$ cat config.mk
export PLATFORM = sky130hd
export DESIGN_NAME = nandn_deglitch
export DESIGN_NICKNAME = d
export VERILOG_FILES = /design/src/rtl/nandn_deglitch_pkg.sv /design/src/rtl/nandn_sync.sv /design/src/rtl/nandn_deglitch.sv
export SDC_FILE = /design/constraint.sdc
export NUM_CORES = 1
export LEC_CHECK = 0
export ABC_AREA = 1
export BUFFER_PORTS_ARGS = -buffer_cell sky130_fd_sc_hd__buf_4
export CORE_UTILIZATION = 41
export DETAILED_ROUTE_END_ITERATION = 10
export SETUP_SLACK_MARGIN = 0.05
export SLEW_MARGIN = 15
export SYNTH_ARGS = -nofsm -noshare
export SYNTH_HDL_FRONTEND = slang
export SYNTH_HIERARCHICAL = 1
export SYNTH_SLANG_ARGS = --single-unit
$ cat constraint.sdc
create_clock -name CELCLK -period 2.34 [get_ports CELCLK]
set_clock_uncertainty 0.05 [all_clocks]
set_input_delay 0.468 -clock CELCLK [delete_from_list [all_inputs] [get_ports CELCLK]]
set_output_delay 0.468 -clock CELCLK [all_outputs]
set_load 0.1 [all_outputs]
$ cat src/rtl/nandn_deglitch_pkg.sv
// Shared types and defaults for the NAND-N deglitch filter.
// The input synchroniser depth is used only when NANDN_DEGLITCH_SYNC_EN is defined.
package nandn_deglitch_pkg;

    typedef enum logic {
        STABLE = 1'b0,
        QUAL   = 1'b1
    } state_e;

    localparam int DEF_N       = 2;
    localparam int DEF_FILT_W  = 4;
    localparam int SYNC_STAGES = 2;

endpackage

$ cat src/rtl/nandn_sync.sv
// Multi-flop synchroniser for the NAND operands; every stage resets to 0.
// Instantiated by nandn_deglitch only when NANDN_DEGLITCH_SYNC_EN is defined.
module nandn_sync
    import nandn_deglitch_pkg::*;
#(
    parameter int W = 1
) (
    input  logic         clk_i,
    input  logic         rst_ni,
    input  logic [W-1:0] d_i,
    output logic [W-1:0] q_o
);

    logic [SYNC_STAGES*W-1:0] chain_q;

    always_ff @(posedge clk_i or negedge rst_ni) begin
        if (!rst_ni) begin
            chain_q <= '0;
        end else begin
            chain_q <= {chain_q[(SYNC_STAGES-1)*W-1:0], d_i};
        end
    end

    assign q_o = chain_q[SYNC_STAGES*W-1 -: W];

endmodule

$ cat src/rtl/nandn_deglitch.sv
// N-input NAND with a qualification filter on its output and edge pulses.
// Defining NANDN_DEGLITCH_SYNC_EN adds a two-flop synchroniser on every input bit.
module nandn_deglitch
    import nandn_deglitch_pkg::*;
#(
    parameter int N      = DEF_N,
    parameter int FILT_W = DEF_FILT_W
) (
    input  logic              CELCLK,
    input  logic              CELRSTN,
    input  logic              CELV,
    input  logic              CELG,
    input  logic              SUB,
    input  logic [N-1:0]      i,
    input  logic [FILT_W-1:0] thr,
    input  logic              blank,
    output logic              o,
    output logic              rise,
    output logic              fall,
    output logic              qual
);

    logic [N-1:0] in_s;

`ifdef NANDN_DEGLITCH_SYNC_EN
    nandn_sync #(
        .W (N)
    ) u_sync (
        .clk_i  (CELCLK),
        .rst_ni (CELRSTN),
        .d_i    (i),
        .q_o    (in_s)
    );
`else
    assign in_s = i;
`endif

    // Supply/substrate ties only exist for the cell netlist.
    logic unused_ties;
    assign unused_ties = ^{CELV, CELG, SUB};

    logic raw;
    assign raw = ~&in_s;

    state_e            state_q, state_d;
    logic              s0_q;
    logic              o_q, o_d;
    logic              rise_q, rise_d;
    logic              fall_q, fall_d;
    logic [FILT_W-1:0] cnt_q, cnt_d;
    logic [FILT_W-1:0] thr_eff;
    logic [FILT_W-1:0] thr_last;
    logic              mismatch;

    assign thr_eff  = (thr == '0) ? FILT_W'(1) : thr;
    assign thr_last = thr_eff - FILT_W'(1);
    assign mismatch = s0_q ^ o_q;

    // ">=" lets a lowered threshold release o on the next mismatched edge.
    always_comb begin
        state_d = state_q;
        cnt_d   = cnt_q;
        o_d     = o_q;
        if (blank) begin
            state_d = STABLE;
            cnt_d   = '0;
        end else begin
            unique case (state_q)
                STABLE: begin
                    if (mismatch) begin
                        if (thr_last == '0) begin
                            o_d = ~o_q;
                        end else begin
                            cnt_d   = FILT_W'(1);
                            state_d = QUAL;
                        end
                    end
                end
                QUAL: begin
                    if (!mismatch) begin
                        cnt_d   = '0;
                        state_d = STABLE;
                    end else if (cnt_q >= thr_last) begin
                        o_d     = ~o_q;
                        cnt_d   = '0;
                        state_d = STABLE;
                    end else if (cnt_q != '1) begin
                        cnt_d = cnt_q + FILT_W'(1);
                    end
                end
            endcase
        end
    end

    assign rise_d = o_d & ~o_q;
    assign fall_d = ~o_d & o_q;

    always_ff @(posedge CELCLK or negedge CELRSTN) begin
        if (!CELRSTN) begin
            state_q <= STABLE;
            s0_q    <= 1'b1;
            o_q     <= 1'b1;
            cnt_q   <= '0;
            rise_q  <= 1'b0;
            fall_q  <= 1'b0;
        end else begin
            state_q <= state_d;
            s0_q    <= raw;
            o_q     <= o_d;
            cnt_q   <= cnt_d;
            rise_q  <= rise_d;
            fall_q  <= fall_d;
        end
    end

    assign o    = o_q;
    assign rise = rise_q;
    assign fall = fall_q;
    assign qual = (state_q == QUAL);

endmodule

* After elaboration in Yosys (flattened, before gate mapping)
Cells that the tools add are included.
** Operators by class
- Muxes and demuxes :: 20
- Bitwise operators :: 6
- Magnitude comparators :: 1
- Add/subtract/negate cells :: 2
- Eq/ne operators :: 4
- Reduce and logical (&&, ||, !) cells :: 5
** Operator list (count)
- 4-bit 2-to-1 mux :: 7
- 1-bit 2-to-1 mux :: 10
- 4-bit zero test :: 2
- 4-bit one-hot mux with 2 select lines :: 1
- 3-bit inequality test (second input constant) :: 2
- 5-bit by 3-bit inequality test with 1-bit output (second input constant) :: 1
- 4-bit by 1-bit adder with 4-bit output (second input constant) :: 1
- 4-bit greater-or-equal comparator :: 1
- 4-bit inequality test (second input constant) :: 1
- 1-bit one-hot mux with 2 select lines :: 2
- 4-bit by 1-bit subtractor with 4-bit output (second input constant) :: 1
- 1-bit inverter :: 3
- 3-bit AND reduction :: 1
- 1-bit AND :: 2
- 2-bit AND reduction :: 1
- 1-bit zero test :: 1
- 1-bit XOR :: 1
** Word-level totals
- Bits in registers :: 9
- Output and inout bits :: 4

* Logic depth before layout (Yosys ltp)
Gate-level depths: netlist of run 1.
- Depth in word-level cells :: 10
- Gate-level depth with buffers :: 14
- Mapped depth without buffers :: 14

* Worst setup path after synthesis of run 1
No wires, ideal clock.
- Kind :: input port to flip-flop
- Start point :: input thr[1]
- End point :: register fall_q, in the netlist fall
- Setup slack :: 499 ps
- Setup time :: 119 ps
- Data required time :: 2171 ps
- Arrival time :: 1673 ps
- Cell stages on the path :: 14
- Cells stage by stage :: nor2_2 nand2_1 nand2_1 ha_1 inv_1 ha_1 nand2_1 nand2_1 nand2_2 nand2_1 nand2_1 nand3_1 nand2_1 nor2_1
** On the way
- Word-level cells in the longest chain between the ends :: 10
- Elaborated cells on any way between the ends :: 13
- Classes of those cells :: add/sub: 1; order compare: 1; mux: 7; bitwise: 2; reduce/logical: 2
** RTL lines
- from (decl) :: RTL line nandn_deglitch.sv:15 : input logic [FILT_W-1:0] thr,
- 4-bit zero test :: RTL line nandn_deglitch.sv:55 : assign thr_eff = (thr == '0) ? FILT_W'(1) : thr;
- 4-bit 2-to-1 mux * :: RTL line nandn_deglitch.sv:55
- 4-bit by 1-bit subtractor with 4-bit output * :: RTL line nandn_deglitch.sv:56 : assign thr_last = thr_eff - FILT_W'(1);
- 4-bit greater-or-equal comparator / 4-bit zero test (equally long branches) :: RTL line nandn_deglitch.sv:83, nandn_deglitch.sv:71
- 1-bit 2-to-1 mux (on tied branches) :: RTL line nandn_deglitch.sv:83, nandn_deglitch.sv:71
- 1-bit 2-to-1 mux (on tied branches) :: RTL line nandn_deglitch.sv:80, nandn_deglitch.sv:70
- 1-bit one-hot mux with 2 select lines * :: RTL line nandn_deglitch.sv:68 : unique case (state_q)
- 1-bit 2-to-1 mux * :: RTL line nandn_deglitch.sv:64 : if (blank) begin
- 1-bit inverter * :: RTL line nandn_deglitch.sv:96 : assign fall_d = ~o_d & o_q;
- 1-bit AND * :: RTL line nandn_deglitch.sv:96
- net fall_d :: RTL line nandn_deglitch.sv:49 : logic fall_q, fall_d;
- to (signal assigned) :: RTL line nandn_deglitch.sv:112 : fall_q <= fall_d;
- to (decl) :: RTL line nandn_deglitch.sv:49
Mark *: on every way through the listed nets, which the timed path passes. The rest lies on a longest branch.
A chain may end at the register's enable or synchronous reset.

* Worst setup path in the final report of run 1
- Start point :: input thr[1]
- End point :: register state_q, in the netlist qual
** On the way
- Word-level cells in the longest chain between the ends :: 8
- Elaborated cells on any way between the ends :: 11
- Classes of those cells :: add/sub: 1; order compare: 1; mux: 7; reduce/logical: 2
** RTL lines
- 4-bit zero test :: RTL line nandn_deglitch.sv:55
- 4-bit 2-to-1 mux * :: RTL line nandn_deglitch.sv:55
- 4-bit by 1-bit subtractor with 4-bit output * :: RTL line nandn_deglitch.sv:56
- 4-bit greater-or-equal comparator / 4-bit zero test (equally long branches) :: RTL line nandn_deglitch.sv:83, nandn_deglitch.sv:71
- 1-bit 2-to-1 mux (on tied branches) :: RTL line nandn_deglitch.sv:83, nandn_deglitch.sv:71
- 1-bit 2-to-1 mux (on tied branches) :: RTL line nandn_deglitch.sv:80, nandn_deglitch.sv:70
- 1-bit one-hot mux with 2 select lines * :: RTL line nandn_deglitch.sv:68
- 1-bit 2-to-1 mux * :: RTL line nandn_deglitch.sv:64
- net state_d :: RTL line nandn_deglitch.sv:45 : state_e state_q, state_d;
- to (signal assigned) :: RTL line nandn_deglitch.sv:107 : state_q <= state_d;
- to (decl) :: RTL line nandn_deglitch.sv:45
Marks and branches as above.

==> flow_summary.toml, run 1 <==
[clocking]
cts-resized-gates = 0
clockBufferDepth = 2
root_buffer = "clkbuf_4"
tritoncts = "done"
clk_pin_slew_ns = 0.06
numClockSinks = 9
clk_latency_ns = 0.25
cts_buffers = 3
htree_levels = 1

[power]
leakage_nw = 0.4551
power.density_mw_per_mm2 = 703.9
vdd_drop_max_uv = 462.9

[sta]
worst_pin_slew_ns = 0.3811
hold_viol_final = 0
timing.final.crit_share_pct = 77.06
maxClockFrequency_ghz = 0.5546
drv_slew = 0
relSlewSlack_pct = 74.59
rsz0062_at_grt = "no"
fin_tns_setup_ns = 0
fin_crit_ns = 1.803
finalSetupViolations = 0

[grt]
grt_max_degree = 10
grt_util_met2_pct = 29.85
grt_pass1_wl_mm = 2.394
met1_usage_pct = 20.97
antenna_found_initial = 0
gr-usage-met3_pct = 6.897
overflow = 0
first_global_vias = 592
top_usage_layer = "met2"
gr-usage-all-layers_pct = 17.34

[layout]
post-route-util_pct = 53.61
antenna_cells = 0
drive_above_1_share_pct = 24.78
area_growth_pct = 21.83
layout_common_cells = "26 x nand2_1, 17 x inv_1, 12 x buf_4, 10 x nand3_1, 7 x dfrtp_1"
fin_nets = 131
fillers = 147
final_common_cell = "nand2_1"
fin_area_sq_um = 817.0

[drt]
viasPerCell = 4.853
wl_per_cell_microns = 10.11
drc = 0
vias = 626
drtPass1Iterations = 4
drt-total-wl_mm = 1.304
detail-route-antenna-nets = 0
drt_iter0_drc = 10

[min_path]
hp-class = "in2reg"

[placement]
hpwl_mm = 1.078
gp_congestion = 0.7873
port_buffers = 12
dpl_cell_area_sq_um = 780.7

[synth]
yosysSeqAreaShare_pct = 33.96
synth.net_count = 113
synth_cells = 96
syn_avg_cell_area_sq_um = 6.986
syn-cell-area_sq_um = 670.6
yosys_warnings = 6
ys_ff_latch = 9
ys_types = 20

[run]
cap_violations = 0

[floorplan]
fp.dieW_microns = 42.45
io_pins = 16
start_util_pct = 44.01
core_sq_mm = 0.001524
die_area_sq_mm = 0.001802
die_h_microns = 42.45
rows = 14

[critical_path]
arrival_ns = 1.92
endpoint_kind = "register"
required_ns = 2.46
crit_path_max_fanout = 5
worst_setup_path_start_kind = "primary input"
critical_path_class = "in2reg"

[status]
status = "finished clean"
==> logic make-up after synthesis <==
family / share of synthesized area [%]
AND/OR/NAND/NOR: 38.99
flip-flops: 33.96
buffers and inverters: 10.63
AO/OA/AOI/OAI: 5.784
XOR/XNOR: 1.306
adder cells (fa/ha/maj): 9.328
==> sequential cells by signal, summed over array words and instances, names as in the netlist <==
signal,cells
fall,1
cnt_q,4
qual,1
s0_q,1
rise,1
o,1
==> path summary, 6_finish.rpt <==
kind / depth (start not counted) / endpoint / slack, ns / from
worst max register to register: 6 / qual / 0.76 / cnt_q[3]
max in group asynchronous: 2 / o / 1.51 / CELRSTN
worst max-delay path: 14 / qual / 0.54 / thr[1]
worst min-delay path: 2 / s0_q / 0.27 / i[1]
worst min register to register: 2 / rise / 0.47 / s0_q
min in group asynchronous: 2 / qual / 0.52 / CELRSTN
==> synthesized netlist by cell type <==
cell type / number / area share (%)
ha_1: 5 / 9.3
o21ai_2: 1 / 1.3
and2_4: 1 / 1.3
nand3_2: 1 / 1.5
nor2_2: 1 / 0.93
nor2_4: 1 / 1.7
inv_1: 17 / 9.5
o21ai_0: 2 / 1.5
xnor2_1: 1 / 1.3
nor3_1: 1 / 0.75
inv_2: 2 / 1.1
dfstp_2: 2 / 7.8
a21oi_1: 2 / 1.5
nor2_1: 6 / 3.4
nand4_1: 4 / 3.7
dfrtp_1: 7 / 26
nand3_1: 10 / 7.5
nand2_2: 4 / 3.7
o21ai_1: 2 / 1.5
nand2_1: 26 / 15
==> metal layers <==
| metal | vias to the layer above | share of wire [%] |
|---|---|---|
| li1 | 337 | - |
| met1 | 281 | 47 |
| met2 | 8 | 49 |
| met3 | 0 | 3.7 |
| met4 | 0 | 0 |
| met5 | - | 0 |
==> report_power, final <==
| group | total (mW) | switching [mW] | internal [mW] | leakage (nW) |
|---|---|---|---|---|
| logic | 0.260 | 0.186 | 0.0740 | 0.324 |
| clock network | 0.117 | 0.0515 | 0.0655 | 0.0150 |
| registers | 0.199 | 0.0188 | 0.180 | 0.116 |
==> through the flow <==
stage               power, mW  setup WS (ns)  std cells  hold WS, ns
floorplan              0.4023         0.4988         96       0.1224
global placement       0.4603         0.2763        124       0.2474
detailed placement     0.4612         0.2609        124       0.2515
CTS                    0.5857         0.5381        129       0.2642
global route           0.6183         0.3414        129       0.2689
finish                 0.5751         0.5368        129       0.2745
==> critical path: stages <==
cell and delay (ns):
buf_4 0.12, nor2_2 0.12, nand2_1 0.08, nand2_1 0.06, ha_1 0.23, inv_1 0.06, ha_1 0.21, nand2_1 0.06
nand2_1 0.05, nand2_2 0.09, nand2_1 0.07, nand2_1 0.09, nand2_1 0.06, nor3_1 0.13
==> cell type report <==
type / count / area, sq um / area share [%]
Multi-Input combinational cell: 68 / 371.6 / 45.48
Inverter: 19 / 71.32 / 8.729
Sequential cell: 9 / 227.7 / 27.87
Timing Repair Buffer: 13 / 100.1 / 12.25
Clock buffer: 4 / 26.28 / 3.216
Tap cell: 16 / 20.02 / 2.450
==> what timing repair did <==
| item | 4_1_cts | 5_1_grt |
|---|---|---|
| hold buffers | 1 | 0 |
| setup buffers | 0 | 0 |
| setup endpoints to repair | 0 | 0 |
| hold endpoints to repair | 7 | 0 |
No activity file was read; power rests on OpenSTA's default activity.
==> run 2: changes to the inputs <==
--- a/config.mk
+++ b/config.mk
@@ -5,10 +5,11 @@
 export SDC_FILE = /design/constraint.sdc
 export NUM_CORES = 1
 export LEC_CHECK = 0
-export ABC_AREA = 1
+export ABC_AREA = 0
 export BUFFER_PORTS_ARGS = -buffer_cell sky130_fd_sc_hd__buf_4
 export CORE_UTILIZATION = 41
 export DETAILED_ROUTE_END_ITERATION = 10
+export PLACE_DENSITY = 0.68
 export SETUP_SLACK_MARGIN = 0.05
 export SLEW_MARGIN = 15
 export SYNTH_ARGS = -nofsm -noshare
==> constraint.sdc (replaced) <==
create_clock -name CELCLK -period 1.5 [get_ports CELCLK]
set_clock_uncertainty 0.05 [all_clocks]
set_input_delay 0.3 -clock CELCLK [delete_from_list [all_inputs] [get_ports CELCLK]]
set_output_delay 0.3 -clock CELCLK [all_outputs]
set_load 0.1 [all_outputs]
==> run 2 against run 1 <==
- the flow now finishes with violations (negative setup slack)
- die area decreased by 13%
- critical path type unchanged
- cell count decreased by 15%
- critical path depth down 3
- final area up 26%
- sequential share of layout area is 5.8 points lower
- sequential power rose by 68%
- non-clock buffer count grew 21
==> flow_summary.toml, run 2 <==
[power]
pwr-share-seq_pct = 26.9
p_comb_share_pct = 56.3
leakage_nw = 0.4728
p_int_mw = 0.7250
vdd_drop_max_uv = 822.5
power.density_mw_per_mm2 = 1208
power_frac_clock_pct = 16.9
netSwitchingPower_mw = 0.5238
sw_frac_of_total_pct = 41.94

[synth]
synth.largest_area_cell = "dfrtp_1"
async_reset_ff_share_pct = 100.0
yosys_warnings = 6
synth_flop_cell = "dfrtp_1"
yosysSeqAreaShare_pct = 39.22
syn_avg_cell_area_sq_um = 10.19
syn-cell-area_sq_um = 580.6
ys_types = 27
synth_top_area_share_pct = 30.17
synth.net_count = 74
ys_top_cells_by_area = "dfrtp_1 30%, ha_1 11%, dfstp_2 9.1%, a21oi_1 5.2%, nor2_1 3.9%"
synth_cells = 57
yosysMostFrequentCell = "dfrtp_1"
ys_ff_latch = 9
synth-edff-count = 0
synth_commonest_cells = "7 x dfrtp_1, 6 x a21oi_1, 6 x nor2_1"

[sta]
fin_crit_ns = 2.170
fin_ws_ns = -0.6700
hold_viol_final = 0
fin_tns_setup_ns = -3.974
relSlewSlack_pct = 76.94
rsz0062_at_grt = "yes"
finalSetupViolations = 8
maxClockFrequency_ghz = 0.4608
timing.final.crit_share_pct = 144.7
drv_slew = 0
whs_ns = 0.08940
worst_pin_slew_ns = 0.3447

[drt]
drt_iter0_drc = 10
drtPass1Iterations = 4
vias = 566
drt-total-wl_mm = 1.471
drc = 0
viasPerCell = 5.145
detail-route-antenna-nets = 0
wl_per_cell_microns = 13.37

[floorplan]
io_pins = 16
die_area_sq_mm = 0.001571
core_sq_mm = 0.001301
start_util_pct = 44.62
die_h_microns = 39.63
fp.dieW_microns = 39.63
rows = 13

[layout]
largest_register = "cnt_q"
area_growth_pct = 78.02
final_common_cell = "buf_4"
antenna_cells = 0
largest_reg_flops = 4
fin_nets = 113
fillers = 80
layout_common_cells = "25 x buf_4, 7 x dfrtp_1, 6 x nor2_1, 4 x a21oi_1, 4 x buf_6"
drive_above_1_share_pct = 62.11

[clocking]
numClockSinks = 9
cts_buffers = 3
htree_levels = 1
root_buffer = "clkbuf_4"
tritoncts = "done"
clockBufferDepth = 2
clk_pin_slew_ns = 0.08
clk_latency_ns = 0.28

[grt]
first_global_vias = 530
grt_pass1_wl_mm = 2.304
grt_max_degree = 10
gr-usage-all-layers_pct = 22.55
antenna_found_initial = 0
overflow = 0

[critical_path]
crit_path_max_fanout = 3
rr_worst_depth = 6
required_ns = 1.66
rrSetupSlack_ns = -0.54
endpoint_kind = "register"
worst_setup_path_start_kind = "primary input"
critical_path_class = "in2reg"
arrival_ns = 2.33

[placement]
port_buffers = 12
gp_congestion = 0.8071
hpwl_mm = 1.085

[status]
status = "finished, violations left"
violations = "negative setup slack"

[min_path]
hp-class = "in2reg"
whs_path_depth = 2

[run]
cap_violations = 0
==> run 2: changes by cell type after synthesis, moves of 2 or more <==
| cell | delta |
|---|---|
| a21oi_1 | +4 |
| nor3b_1 | +3 |
| inv_2 | -2 |
| o21ai_0 | -2 |
| inv_1 | -15 |
| nand4_1 | -4 |
| nand2_2 | -4 |
| or2_2 | +2 |
| nand2_1 | -23 |
| nand3_1 | -6 |
==> run 2: metal layers <==
layer	GRT usage (%)	vias up	share of wire, %
met4	10.34	0	1.7
met5	0	-	0
met1	30.93	264	48
li1	-	290	-
met3	3.409	2	2.7
met2	34.02	10	47
==> run 2: critical path, stage by stage <==
cell and delay [ns]:
buf_8 0.08, nor3_4 0.04, or2_4 0.23, ha_4 0.27, inv_4 0.03, ha_4 0.24, o211a_4 0.15, o41ai_4 0.08
and3_4 0.19, or3_4 0.39, mux2_4 0.32
==> run 2: kinds of logic after synthesis <==
kind of cell	Yosys count	synth area share (%)
AO/OA/AOI/OAI	14	18.75
XOR/XNOR	1	1.509
adder cells (fa/ha/maj)	5	10.78
buffers and inverters	2	1.294
flip-flops	9	39.22
multiplexers	2	4.525
AND/OR/NAND/NOR	24	23.92
==> run 2: worst paths after layout <==
kind                                  to     start
worst max-delay path                   o    thr[3]
worst min-delay path                s0_q      i[1]
worst min register to register  cnt_q[1]  cnt_q[1]
max in group asynchronous           s0_q   CELRSTN
worst max register to register         o  cnt_q[3]
min in group asynchronous       cnt_q[2]   CELRSTN
==> run 2: power by group through the flow <==
stage                     registers (mW)  logic, mW  clock network [mW]
after floorplan                    0.509      0.203                   0
after global placement             0.332      0.586                   0
after detailed placement           0.336      0.598                   0
after CTS                          0.335      0.665               0.211
after global routing               0.342      0.740               0.220
final                              0.335      0.703               0.211
==> run 2: layout make-up <==
cell class	instances	area [sq um]	area share, %
Inverter	2	10.01	0.9685
Multi-Input combinational cell	46	442.9	42.86
Clock buffer	4	26.28	2.542
Timing Repair Buffer	34	307.8	29.78
Tap cell	15	18.77	1.816
Sequential cell	9	227.7	22.03
==> run 2: stage by stage <==
step	utilization, %	worst slack (ns)	power [mW]	cell area, sq um	std cells
2_1_floorplan	-	-0.8469	0.7118	648.1	57
3_3_place_gp	69.71	-0.9913	0.9182	907.1	104
3_5_place_dp	69.71	-1.032	0.9338	907.1	104
4_1_cts	76.06	-0.7238	1.211	989.7	109
5_1_grt	79.42	-0.7025	1.302	1033	110
6_report	79.42	-0.6700	1.249	1033	110
==> run 2: timing repair <==
item | 4_1_cts | 5_1_grt
hold buffers | 1 | 0
gates resized for setup | 12 | 8
buffers inserted | 0 | 1
setup endpoints to repair | 9 | 9
hold endpoints to repair | 9 | 0
pin swaps | 10 | 3
==> run 3: changes to the inputs <==
--- a/config.mk
+++ b/config.mk
@@ -8,8 +8,10 @@
 export ABC_AREA = 0
 export BUFFER_PORTS_ARGS = -buffer_cell sky130_fd_sc_hd__buf_4
 export CORE_UTILIZATION = 41
+export CTS_CLUSTER_DIAMETER = 60
 export DETAILED_ROUTE_END_ITERATION = 10
 export PLACE_DENSITY = 0.68
+export REMOVE_ABC_BUFFERS = 1
 export SETUP_SLACK_MARGIN = 0.05
 export SLEW_MARGIN = 15
 export SYNTH_ARGS = -nofsm -noshare
==> run 3 against run 2 <==
- the run still ends with negative setup slack left
- sequential share of layout area rose by 0.19 points
- die area did not move
- via count rose by 2.3%
- count of clock-buffer cells in the layout did not move
- maximum frequency fell by 1.2%
- worst setup slack got worse by 0.026 ns
- power fell by 1.4%
- cell count did not move
- global-route usage rose by 3.0 points
- hold slack improved by 0.015 ns
==> flow_summary.toml, run 3 (synthesized netlist as in run 2, its figures left out) <==
[clocking]
numClockSinks = 9
clockBufferDepth = 2
cts_buffers = 3
tritoncts = "done"
clk_pin_slew_ns = 0.06
clk_latency_ns = 0.27
htree_levels = 1
root_buffer = "clkbuf_4"

[placement]
hpwl_mm = 1.138
gp_congestion = 0.7750
port_buffers = 12
dpl_cell_area_sq_um = 832.0
place_inst = 103

[sta]
rsz0062_at_grt = "yes"
worst_pin_slew_ns = 0.3433
whs_ns = 0.1043
finalSetupViolations = 8
fin_tns_setup_ns = -3.915
timing.final.crit_share_pct = 146.4
hold_viol_final = 0
fin_crit_ns = 2.196
drv_slew = 0
maxClockFrequency_ghz = 0.4554
fin_ws_ns = -0.6958
relSlewSlack_pct = 77.07

[drt]
drc = 0
detail-route-antenna-nets = 0
wl_per_cell_microns = 14.05
vias = 579
drt_iter0_drc = 10
drtPass1Iterations = 4
drt-total-wl_mm = 1.546
viasPerCell = 5.264

[floorplan]
die_h_microns = 39.63
io_pins = 16
die_area_sq_mm = 0.001571
fp.dieW_microns = 39.63
core_sq_mm = 0.001301
start_util_pct = 44.62
rows = 13

[grt]
overflow = 0
antenna_found_initial = 0
grt_max_degree = 10
grt_pass1_wl_mm = 2.566
gr-usage-all-layers_pct = 25.59
first_global_vias = 587

[layout]
fin_cells = 110
area_growth_pct = 76.51
fin_area_sq_mm = 0.001025
largest_register = "cnt_q"
largest_reg_flops = 4
antenna_cells = 0
fin_nets = 113
drive_above_1_share_pct = 62.11
layout_common_cells = "27 x buf_4, 7 x dfrtp_1, 5 x nor2_1, 4 x a21oi_1"
final_common_cell = "buf_4"

[min_path]
whs_path_depth = 2
hold_end = "s0_q"
hp-class = "in2reg"
min_from = "i[1]"

[power]
leakage_nw = 0.4667
vdd_drop_max_uv = 786.8
p_comb_share_pct = 57.3
sw_frac_of_total_pct = 41.05
power_frac_clock_pct = 15.4
power.density_mw_per_mm2 = 1202
netSwitchingPower_mw = 0.5056
pwr-share-seq_pct = 27.3
p_int_mw = 0.7261

[status]
violations = "negative setup slack"
status = "finished, violations left"

[critical_path]
crit_path_max_fanout = 3
worst_setup_path_start_kind = "primary input"
r2r-start = "cnt_q[3]"
rrSetupSlack_ns = -0.50
critical_path_class = "in2reg"
arrival_ns = 2.35
required_ns = 1.65
rr_worst_depth = 6
endpoint_kind = "register"
r2r-end = "o"

[run]
cap_violations = 0
[run 3: cell types whose count changed in the layout (fill, tap and decap cells not counted)]
cell	delta
buf_6	-2
nor2_2	+1
mux2_1	+1
buf_4	+2
nor2_1	-1
mux2_4	-1
[run 3: worst max path at each step]
| stage | start | to | slack [ns] | cells after the start |
|---|---|---|---|---|
| global route | thr[2] | o | -0.73 | 11 |
| global placement | thr[3] | cnt_q[0] | -1.07 | 10 |
| finish | thr[2] | o | -0.70 | 11 |
| CTS | thr[2] | cnt_q[0] | -0.71 | 11 |
| floorplan | thr[3] | cnt_q[0] | -0.94 | 9 |
| detailed placement | thr[0] | cnt_q[0] | -1.14 | 9 |
[run 3: cell type report]
cell class	instances	area (sq um)
multi-input combinational	46	441.7
timing repair buffer	34	300.3
fill	80	276.5
sequential	9	227.7
clock buffer	4	26.28
tap	15	18.77
inverter	2	10.01
[run 3: repair_timing]
item | 4_1_cts | 5_1_grt
gates resized for setup | 23 | 6
pin swaps | 13 | 12
endpoints found under the hold margin | 9 | 0
setup buffers | 2 | 1
setup endpoints to repair | 9 | 9
hold buffers | 1 | 0
[run 3: power by group through the flow]
stage,logic (mW),clock network (mW),registers [mW]
finish,0.706,0.190,0.336
detailed placement,0.564,0,0.332
CTS,0.683,0.193,0.336
global route,0.747,0.205,0.344
global placement,0.551,0,0.331
floorplan,0.174,0,0.501
[run 3: per-stage QoR]
step | setup WS, ns | utilization, % | power (mW)
5_1_grt | -0.7325 | 78.75 | 1.296
4_1_cts | -0.7132 | 76.83 | 1.212
3_3_place_gp | -1.065 | 63.94 | 0.8820
2_1_floorplan | -0.9447 | - | 0.6756
6_report | -0.6958 | 78.75 | 1.232
3_5_place_dp | -1.137 | 63.94 | 0.8956
[run 3: per-layer routing]
metal / routed length [microns] / global-route usage, % / vias to the layer above
met5: 0 / 0 / -
met4: 15 / 5.172 / 0
met3: 49 / 10.23 / 4
met2: 768 / 41.39 / 6
met1: 712 / 31.60 / 282
li1: - / - / 287
[run 3: critical path, stage by stage]
cell,delay (ns)
buf_8,0.08
nor3_4,0.04
or2_4,0.23
ha_4,0.27
inv_4,0.03
ha_4,0.25
o211a_4,0.15
o41ai_4,0.08
and3_4,0.20
or3_4,0.41
mux2_4,0.30
